## config.mk

```make
export PLATFORM = sky130hd
export DESIGN_NAME = ref_row_fetcher
export DESIGN_NICKNAME = d
export VERILOG_FILES = /design/src/rtl/ref_row_fetcher.sv
export SDC_FILE = /design/constraint.sdc
export NUM_CORES = 1
export LEC_CHECK = 0
export ABC_AREA = 1
export BUFFER_PORTS_ARGS = -buffer_cell sky130_fd_sc_hd__buf_4
export CAP_MARGIN = 20
export CORE_MARGIN = 5
export CORE_UTILIZATION = 30
export CTS_CLUSTER_SIZE = 30
export DETAILED_ROUTE_END_ITERATION = 8
export GPL_ROUTABILITY_DRIVEN = 0
export PLACE_DENSITY_LB_ADDON = 0.15
export SYNTH_ARGS = -nofsm -noshare
export SYNTH_HDL_FRONTEND = slang
export SYNTH_SLANG_ARGS = --single-unit
```

## constraint.sdc

```tcl
create_clock -name clock -period 2.3 [get_ports clock]
set_clock_uncertainty 0.05 [all_clocks]
set_input_delay 0.115 -clock clock [delete_from_list [all_inputs] [get_ports clock]]
set_output_delay 0.115 -clock clock [all_outputs]
set_load 0.01 [all_outputs]
```

## src/rtl/ref_row_fetcher.sv

```systemverilog
// Fetches the 15 reference rows of one 8x8 interpolation block and streams them
// through a credit-limited skid FIFO into the filter's transposing shift register.
module ref_row_fetcher #(
    parameter int ADDR_W = 16,
    parameter int RD_LAT = 2,
    parameter int ROWS   = 15
) (
    input  logic              clock,
    input  logic              reset,
    input  logic              start,
    input  logic [ADDR_W-1:0] base_addr,
    input  logic [ADDR_W-1:0] stride,
    input  logic              hold,
    output logic              mem_rd_en,
    output logic [ADDR_W-1:0] mem_addr,
    input  logic [63:0]       mem_rdata,
    output logic [63:0]       row_out,
    output logic              load_L,
    output logic [3:0]        row_idx,
    output logic              busy,
    output logic              done,
    output logic [1:0]        fsm_state
);

    localparam int DEPTH = RD_LAT + 2;
    localparam int CW    = $clog2(DEPTH + 1);
    localparam int PW    = (DEPTH > 1) ? $clog2(DEPTH) : 1;

    localparam logic [1:0] IDLE  = 2'd0;
    localparam logic [1:0] FETCH = 2'd1;
    localparam logic [1:0] DRAIN = 2'd2;
    localparam logic [1:0] DONE  = 2'd3;

    localparam logic [CW-1:0] DEPTH_C  = CW'(DEPTH);
    localparam logic [3:0]    ROWS_C   = 4'(ROWS);
    localparam logic [3:0]    LAST_ROW = 4'(ROWS - 1);
    localparam logic [PW-1:0] LAST_PTR = PW'(DEPTH - 1);

    logic [1:0]        state, state_nx;
    logic [ADDR_W-1:0] addr, stride_q;
    logic [3:0]        issued, popped;
    logic [CW-1:0]     credits, count;
    logic [RD_LAT-1:0] vpipe;
    logic [63:0]       fifo_mem [DEPTH];
    logic [PW-1:0]     wr_ptr, rd_ptr;
    logic              issue, pop, fifo_wr;

    // Credits count reads not yet popped, so a full FIFO can never be overrun
    // by data already in flight when hold rises.
    assign issue   = (state == FETCH) && !hold && (credits < DEPTH_C) && (issued < ROWS_C);
    assign pop     = (count != '0) && !hold;
    assign fifo_wr = vpipe[RD_LAT-1];

    assign mem_rd_en = issue;
    assign mem_addr  = addr;
    assign load_L    = ~pop;
    assign row_out   = (count != '0) ? fifo_mem[rd_ptr] : 64'h0;
    assign row_idx   = popped;
    assign busy      = (state != IDLE);
    assign done      = (state == DONE);
    assign fsm_state = state;

    function automatic logic [PW-1:0] next_ptr(input logic [PW-1:0] p);
        return (p == LAST_PTR) ? '0 : p + 1'b1;
    endfunction

    always_comb begin
        state_nx = state;
        case (state)
            IDLE:    if (start) state_nx = FETCH;
            FETCH:   if (issue && issued == LAST_ROW) state_nx = DRAIN;
            DRAIN:   if (pop && popped == LAST_ROW) state_nx = DONE;
            default: state_nx = IDLE;
        endcase
    end

    always_ff @(posedge clock) begin
        if (reset) begin
            state    <= IDLE;
            addr     <= '0;
            stride_q <= '0;
            issued   <= '0;
            popped   <= '0;
            credits  <= '0;
            count    <= '0;
            vpipe    <= '0;
            wr_ptr   <= '0;
            rd_ptr   <= '0;
        end else begin
            state <= state_nx;
            if (state == IDLE && start) begin
                addr     <= base_addr;
                stride_q <= stride;
                issued   <= '0;
                popped   <= '0;
            end else begin
                if (issue) begin
                    addr   <= addr + stride_q;
                    issued <= issued + 1'b1;
                end
                if (pop) popped <= popped + 1'b1;
                if (state == DONE) popped <= '0;
            end

            case ({issue, pop})
                2'b10:   credits <= credits + 1'b1;
                2'b01:   credits <= credits - 1'b1;
                default: credits <= credits;
            endcase

            case ({fifo_wr, pop})
                2'b10:   count <= count + 1'b1;
                2'b01:   count <= count - 1'b1;
                default: count <= count;
            endcase

            if (fifo_wr) wr_ptr <= next_ptr(wr_ptr);
            if (pop)     rd_ptr <= next_ptr(rd_ptr);

            vpipe[0] <= issue;
            for (int i = 1; i < RD_LAT; i++) vpipe[i] <= vpipe[i-1];
        end
    end

    always_ff @(posedge clock) begin
        if (fifo_wr) fifo_mem[wr_ptr] <= mem_rdata;
    end

    fifo_no_overflow: assert property (@(posedge clock) disable iff (reset)
        !(fifo_wr && !pop && count == DEPTH_C));

endmodule

```

==> results of run 1 <==
## layout by cell type, fill, tap and decap left out, types with 4 or more instances in the layout
cell	synthesis	routed
clkinv_1	0	11
buf_4	13	198
inv_1	59	55
inv_2	9	8
o21ai_0	161	153
buf_12	0	10
clkbuf_16	0	39
dlygate4sd3_1	0	99
clkinv_2	0	4
xor2_1	5	5
dfxtp_1	56	54
edfxtp_1	256	256
nand2_2	8	8
nand3_1	20	20
ha_1	30	30
nand2_1	102	102
or2_1	4	4
nor2_1	327	327
a21oi_1	106	106
o21ai_1	6	14
clkbuf_1	16	10
## how the worst max path moves through the flow
| stage | startpoint | to |
|---|---|---|
| global placement | issued[0]$_SDFFE_PP0P_ | credits[2]$_SDFFE_PP0P_ |
| global route | flop | row_out[23] |
| floorplan | wr_ptr[1]$_SDFFE_PP0P_ | fifo_mem[1][0]$_DFFE_PP_ |
| finish | flop | row_out[28] |
| CTS | count[2]$_SDFFE_PP0P_ | row_out[0] |
| detailed placement | issued[1]$_SDFFE_PP0P_ | credits[2]$_SDFFE_PP0P_ |
## cells by family after synthesis
family	Yosys count	synth area share, %
buf+inv	129	4.43
fa+ha+maj	33	3.27
flops	312	66.2
xor+xnor	8	0.527
compound gates	280	10.7
simple gates	482	14.8
## layer usage
metal	wire, um	vias up	track usage (%)
met5	0	-	0
met4	834	0	4.76
met3	1890	58	2.76
met2	16800	216	23.8
met1	16400	4604	19.4
li1	-	4847	-
## area by class of cell
class,count,share of cell area (%)
Tap cell,592,4.17
Clock buffer,48,5.50
Multi-Input combinational cell,803,22.0
Antenna cell,1,0.0141
Inverter,68,1.51
Timing Repair Buffer,314,16.0
Clock inverter,20,1.09
Sequential cell,312,49.6
## timing repair
| item | 4_1_cts | 5_1_grt |
|---|---|---|
| hold buffers | 99 | 0 |
| hold endpoints to repair | 306 | 0 |
| gates cloned | 1 | 2 |
| gates resized for setup | 10 | 4 |
| setup endpoints to repair | 64 | 7 |
| setup buffers | 3 | 0 |
## stage by stage
| step | utilization [%] | total power [uW] | std cells | hold WS, ns |
|---|---|---|---|---|
| 2_1_floorplan | - | 8630 | 1244 | 0.134 |
| 3_3_place_gp | 35.1 | 9740 | 1984 | 0.268 |
| 3_5_place_dp | 35.1 | 9750 | 1984 | 0.267 |
| 4_1_cts | 40.2 | 15700 | 2155 | 0.218 |
| 5_1_grt | 40.3 | 16300 | 2158 | 0.240 |
| 6_report | 40.3 | 15400 | 2158 | 0.269 |
## sequential cells by signal (all words and copies together), names as in the netlist, 3 cells and up, named ones only
signal,cells
issued,4
mem_addr,16
credits,3
row_idx,4
count,3
stride_q,16
fifo_mem,256
## critical path: cells and delay by family (launching register included)
kind / cells / cell delay, ns
buffers and inverters: 3 / 0.59
AO/OA/AOI/OAI: 2 / 0.46
flip-flops: 1 / 0.42
## report_power, final
| part | total, uW | switching [uW] | leakage, uW | internal, uW |
|---|---|---|---|---|
| combinational | 3190 | 1870 | 0.00347 | 1320 |
| sequential | 6600 | 211 | 0.00276 | 6390 |
| clock | 5630 | 2280 | 0.000567 | 3350 |
| total | 15400 | 4360 | 0.00680 | 11100 |
==> results.sh, run 1 <==
export IMPL_outcome="complete, no violations"
export IMPL_fin_tns_setup_ns=0
export IMPL_maxClockFrequency_ghz=0.458
export IMPL_syn_area_mm2=0.0133
export IMPL_min_path_type="primary input to flop"
export IMPL_crit_path_end_kind="primary output"
export IMPL_rr_worst_depth=10
export IMPL_min_delay_start="mem_rdata[41]"
export IMPL_maxCapViolCount=0
export IMPL_cellPowerDensity_mw_per_mm2=869
export IMPL_grt_overflow_total=0
export IMPL_final_hold_viol_count=0
export IMPL_async_flop_share_pct=0
export IMPL_path_cells="clkinv_2 -> clkbuf_8 -> o21ai_0 -> a21oi_1 -> buf_4"
export IMPL_worst_pin_slew_ns=0.566
export IMPL_avgSynthCellArea_um2=10.7
export IMPL_leakagePower_uw=0.00680
export IMPL_multi_input_area_mm2=0.00391
export IMPL_fp_dieH_um=221
export IMPL_clk_pin_slew_ns=0.06
export IMPL_core_mm2=0.0440
export IMPL_root_buffer="clkbuf_16"
export IMPL_cp_start_kind="flop"
export IMPL_fin_crit_ns=2.18
export IMPL_die_area_mm2=0.0487
export IMPL_cts_tree="done"
export IMPL_worstPathArrival_ns=2.02
export IMPL_cpPeakStageDelay_ns=0.42
export IMPL_final_cell_area_mm2=0.0178
export IMPL_grt_use_total_pct=14.5
export IMPL_synthTopCellsByCount="327 x nor2_1, 256 x edfxtp_1, 161 x o21ai_0"
export IMPL_insertion_delay_ns=0.54
export IMPL_whs_path_depth=2
export IMPL_max_slew_margin_pct=62.3
export IMPL_seq_area_frac_synth_pct=66.2
export IMPL_drt_first_pass_iters=4
export IMPL_drive_gt1_share_pct=19.4
export IMPL_rsz0062_at_grt="no"
export IMPL_grt_pass1_vias=9801
export IMPL_dp_hpwl_um=20500
export IMPL_regArea_mm2=0.00882
export IMPL_yosysTopAreaCell="edfxtp_1"
export IMPL_wl_um=35900
export IMPL_htreeDepth=2
export IMPL_yosys_area_top_type_share_pct=57.8
export IMPL_fill_cells=4285
export IMPL_grt_max_degree=65
export IMPL_start_util_pct=30.2
export IMPL_hold_path_endpoint="fifo_mem[1][41]$_DFFE_PP_"
export IMPL_rows=77
export IMPL_clockBufferDepth=3
export IMPL_cpMaxStageDelayCell="dfxtp_4"
export IMPL_final_nets=1669
export IMPL_cts_made_buffers=37
export IMPL_clock_sinks=312
export IMPL_syn_inst=1244
export IMPL_place_ws_ns=0.261
export IMPL_dpl_cell_area_mm2=0.0155
export IMPL_reg2reg_slack_ns=0.26
export IMPL_r2r_end="credits[2]$_SDFFE_PP0P_"
export IMPL_routedWlPerCell_um=16.6
export IMPL_ys_ff_latch=312
export IMPL_portBuffers=189
export IMPL_ys_types=39
export IMPL_num_vias=9725
export IMPL_peakVddDrop_uv=522
export IMPL_critPathKind="flop to primary output"
export IMPL_fin_ws_ns=0.115
export IMPL_setup_viol=0
export IMPL_viasPerCell=4.51
export IMPL_grt_antenna_before_repair=1
export IMPL_cp_max_fo=56
export IMPL_ant_nets=0
export IMPL_maxSlewViolCount=0
export IMPL_ios=190
export IMPL_synthTopCellsByArea="edfxtp_1 58%, nor2_1 9.2%, dfxtp_1 8.4%"
export IMPL_area_growth_pct=33.5
export IMPL_drc=0
export IMPL_regToRegStartpoint="fsm_state[1]$_SDFFE_PP0P_"
export IMPL_yosys_warnings=0
export IMPL_yosysMostFrequentCell="nor2_1"
export IMPL_period_share_pct=95.0
export IMPL_required_ns=2.13
export IMPL_drt_initial_drc_count=568
export IMPL_grt_pass1_wl_um=54700
export IMPL_die_w_um=221
export IMPL_synth_flop_cell="edfxtp_1"
export IMPL_synth_edf_count=256
export IMPL_synth_fp_nets=1377
(Power assumes the default switching activity.)
==> run 2, diff against run 1 <==
Settings changed: BUFFER_PORTS_ARGS -buffer_cell sky130_fd_sc_hd__buf_4 to unset, DONT_BUFFER_PORTS set to 1, TNS_END_PERCENT set to 1.
==> results.sh, run 2 (same netlist as run 1, synthesis figures left out) <==
export IMPL_outcome="complete, no violations"
export IMPL_critPathKind="flop to primary output"
export IMPL_layout_common_cells="327 x nor2_1, 256 x edfxtp_1, 161 x o21ai_0"
export IMPL_die_w_um=221
export IMPL_cts_made_buffers=37
export IMPL_root_buffer="clkbuf_16"
export IMPL_top_register="fifo_mem"
export IMPL_fp_dieH_um=221
export IMPL_use_met1_pct=19.6
export IMPL_clockBufferDepth=3
export IMPL_fin_crit_ns=2.18
export IMPL_peakVddDrop_uv=488
export IMPL_clock_sinks=312
export IMPL_final_nets=1507
export IMPL_insertion_delay_ns=0.54
export IMPL_ant_nets=0
export IMPL_maxSlewViolCount=0
export IMPL_clk_pin_slew_ns=0.06
export IMPL_largest_reg_flops=256
export IMPL_placed_cells=1824
export IMPL_setup_viol=0
export IMPL_final_hold_viol_count=0
export IMPL_grt_use_total_pct=14.3
export IMPL_min_path_type="primary input to flop"
export IMPL_finalPower_uw=14700
export IMPL_leakagePower_uw=0.00595
export IMPL_drc=0
export IMPL_viasPerCell=4.55
export IMPL_drive_gt1_share_pct=10.4
export IMPL_grtUsageMet2_pct=22.3
export IMPL_drt_first_pass_iters=4
export IMPL_instances_no_fill=1997
export IMPL_start_util_pct=30.2
export IMPL_routedWlPerCell_um=17.6
export IMPL_dp_hpwl_um=21000
export IMPL_grt_max_degree=69
export IMPL_cp_start_kind="flop"
export IMPL_required_ns=2.13
export IMPL_drt_initial_drc_count=416
export IMPL_fin_tns_setup_ns=0
export IMPL_grt_pass1_vias=8942
export IMPL_maxCapViolCount=0
export IMPL_grt_pass1_wl_um=53600
export IMPL_grtUsageMet3_pct=4.27
export IMPL_ios=190
export IMPL_cp_max_fo=36
export IMPL_maxClockFrequency_ghz=0.459
export IMPL_max_slew_margin_pct=52.9
export IMPL_rsz0062_at_grt="yes"
export IMPL_htreeDepth=2
export IMPL_cts_tree="done"
export IMPL_core_mm2=0.0440
export IMPL_worstPathArrival_ns=2.01
export IMPL_wl_um=35100
export IMPL_grt_antenna_before_repair=6
export IMPL_die_area_mm2=0.0487
export IMPL_fill_cells=4369
export IMPL_grt_busiest_layer="met2"
export IMPL_crit_path_end_kind="primary output"
export IMPL_rows=77
export IMPL_final_common_cell="nor2_1"
export IMPL_period_share_pct=94.7
export IMPL_num_vias=9091
export IMPL_area_growth_pct=23.4
export IMPL_grt_overflow_total=0
export IMPL_portBuffers=0
export IMPL_cellPowerDensity_mw_per_mm2=895
export IMPL_worst_pin_slew_ns=0.705
## run 2: changes by cell type in the layout (fill, tap and decap cells not counted), sizes merged
cell and change:
buf -158, diode +4, inv -1, bufbuf -1, clkinv +5, clkbuf -5
clkinvlp -2, bufinv -3
## run 2: through the flow
stage          hold slack, ns  setup slack, ns  util [%]  cell area (um^2)
2_1_floorplan           0.134         -0.00324         -             13300
3_3_place_gp            0.136            0.241      32.4             14300
3_5_place_dp            0.138            0.299      32.4             14300
4_1_cts                 0.177           0.0123      37.2             16400
5_1_grt                 0.200          -0.0185      37.3             16400
6_report                0.217            0.122      37.3             16400
## run 2: critical path, stage by stage, from the launching register on
cell,delay [ns]
dfxtp_4,0.48
inv_4,0.15
buf_12,0.21
nor2_1,0.11
o21ai_0,0.09
a21oi_1,0.40
## run 2: area by class of cell
type                    instances  area (um^2)  share of cell area, %
inverters                      68          267                   1.62
multi-input cells             803         3930                   23.9
repair buffers                152         1570                   9.56
clock buffers                  46          981                   5.97
flip-flops and latches        312         8820                   53.7
clock inverters                19          110                  0.670
well taps                     592          741                   4.51
diodes                          5         12.5                 0.0762
## run 2: routing by layer
| layer | vias up | wire length, um |
|---|---|---|
| li1 | 4536 | - |
| met1 | 4325 | 16300 |
| met2 | 182 | 16000 |
| met3 | 46 | 2150 |
| met4 | 2 | 646 |
| met5 | - | 13 |
## run 2: worst paths after layout
check	start	end	slack [ns]	depth (start not counted)
hold / removal	stride[0]	stride_q[0]$_SDFFE_PP0P_	0.22	3
setup / recovery	flop	row_out[25]	0.12	5
setup reg to reg	mem_addr[0]$_SDFFE_PP0P_	mem_addr[14]$_SDFFE_PP0P_	0.27	12
hold reg to reg	vpipe[0]$_SDFF_PP0_	vpipe[1]$_SDFF_PP0_	0.37	2
## run 2: repair_timing
item | in CTS | in global routing
resized for setup | 1 | 5
endpoints found under the hold margin | 312 | 0
hold buffers | 99 | 0
endpoints found under the setup margin | 63 | 9
setup buffers | 4 | 0
gates cloned | 0 | 0
## run 2: report_power, final
group	leakage, uW	total [uW]	switching [uW]	internal (uW)
clock network	0.000540	5330	2290	3040
registers	0.00276	6670	283	6390
logic	0.00265	2700	1720	980
total	0.00595	14700	4290	10400
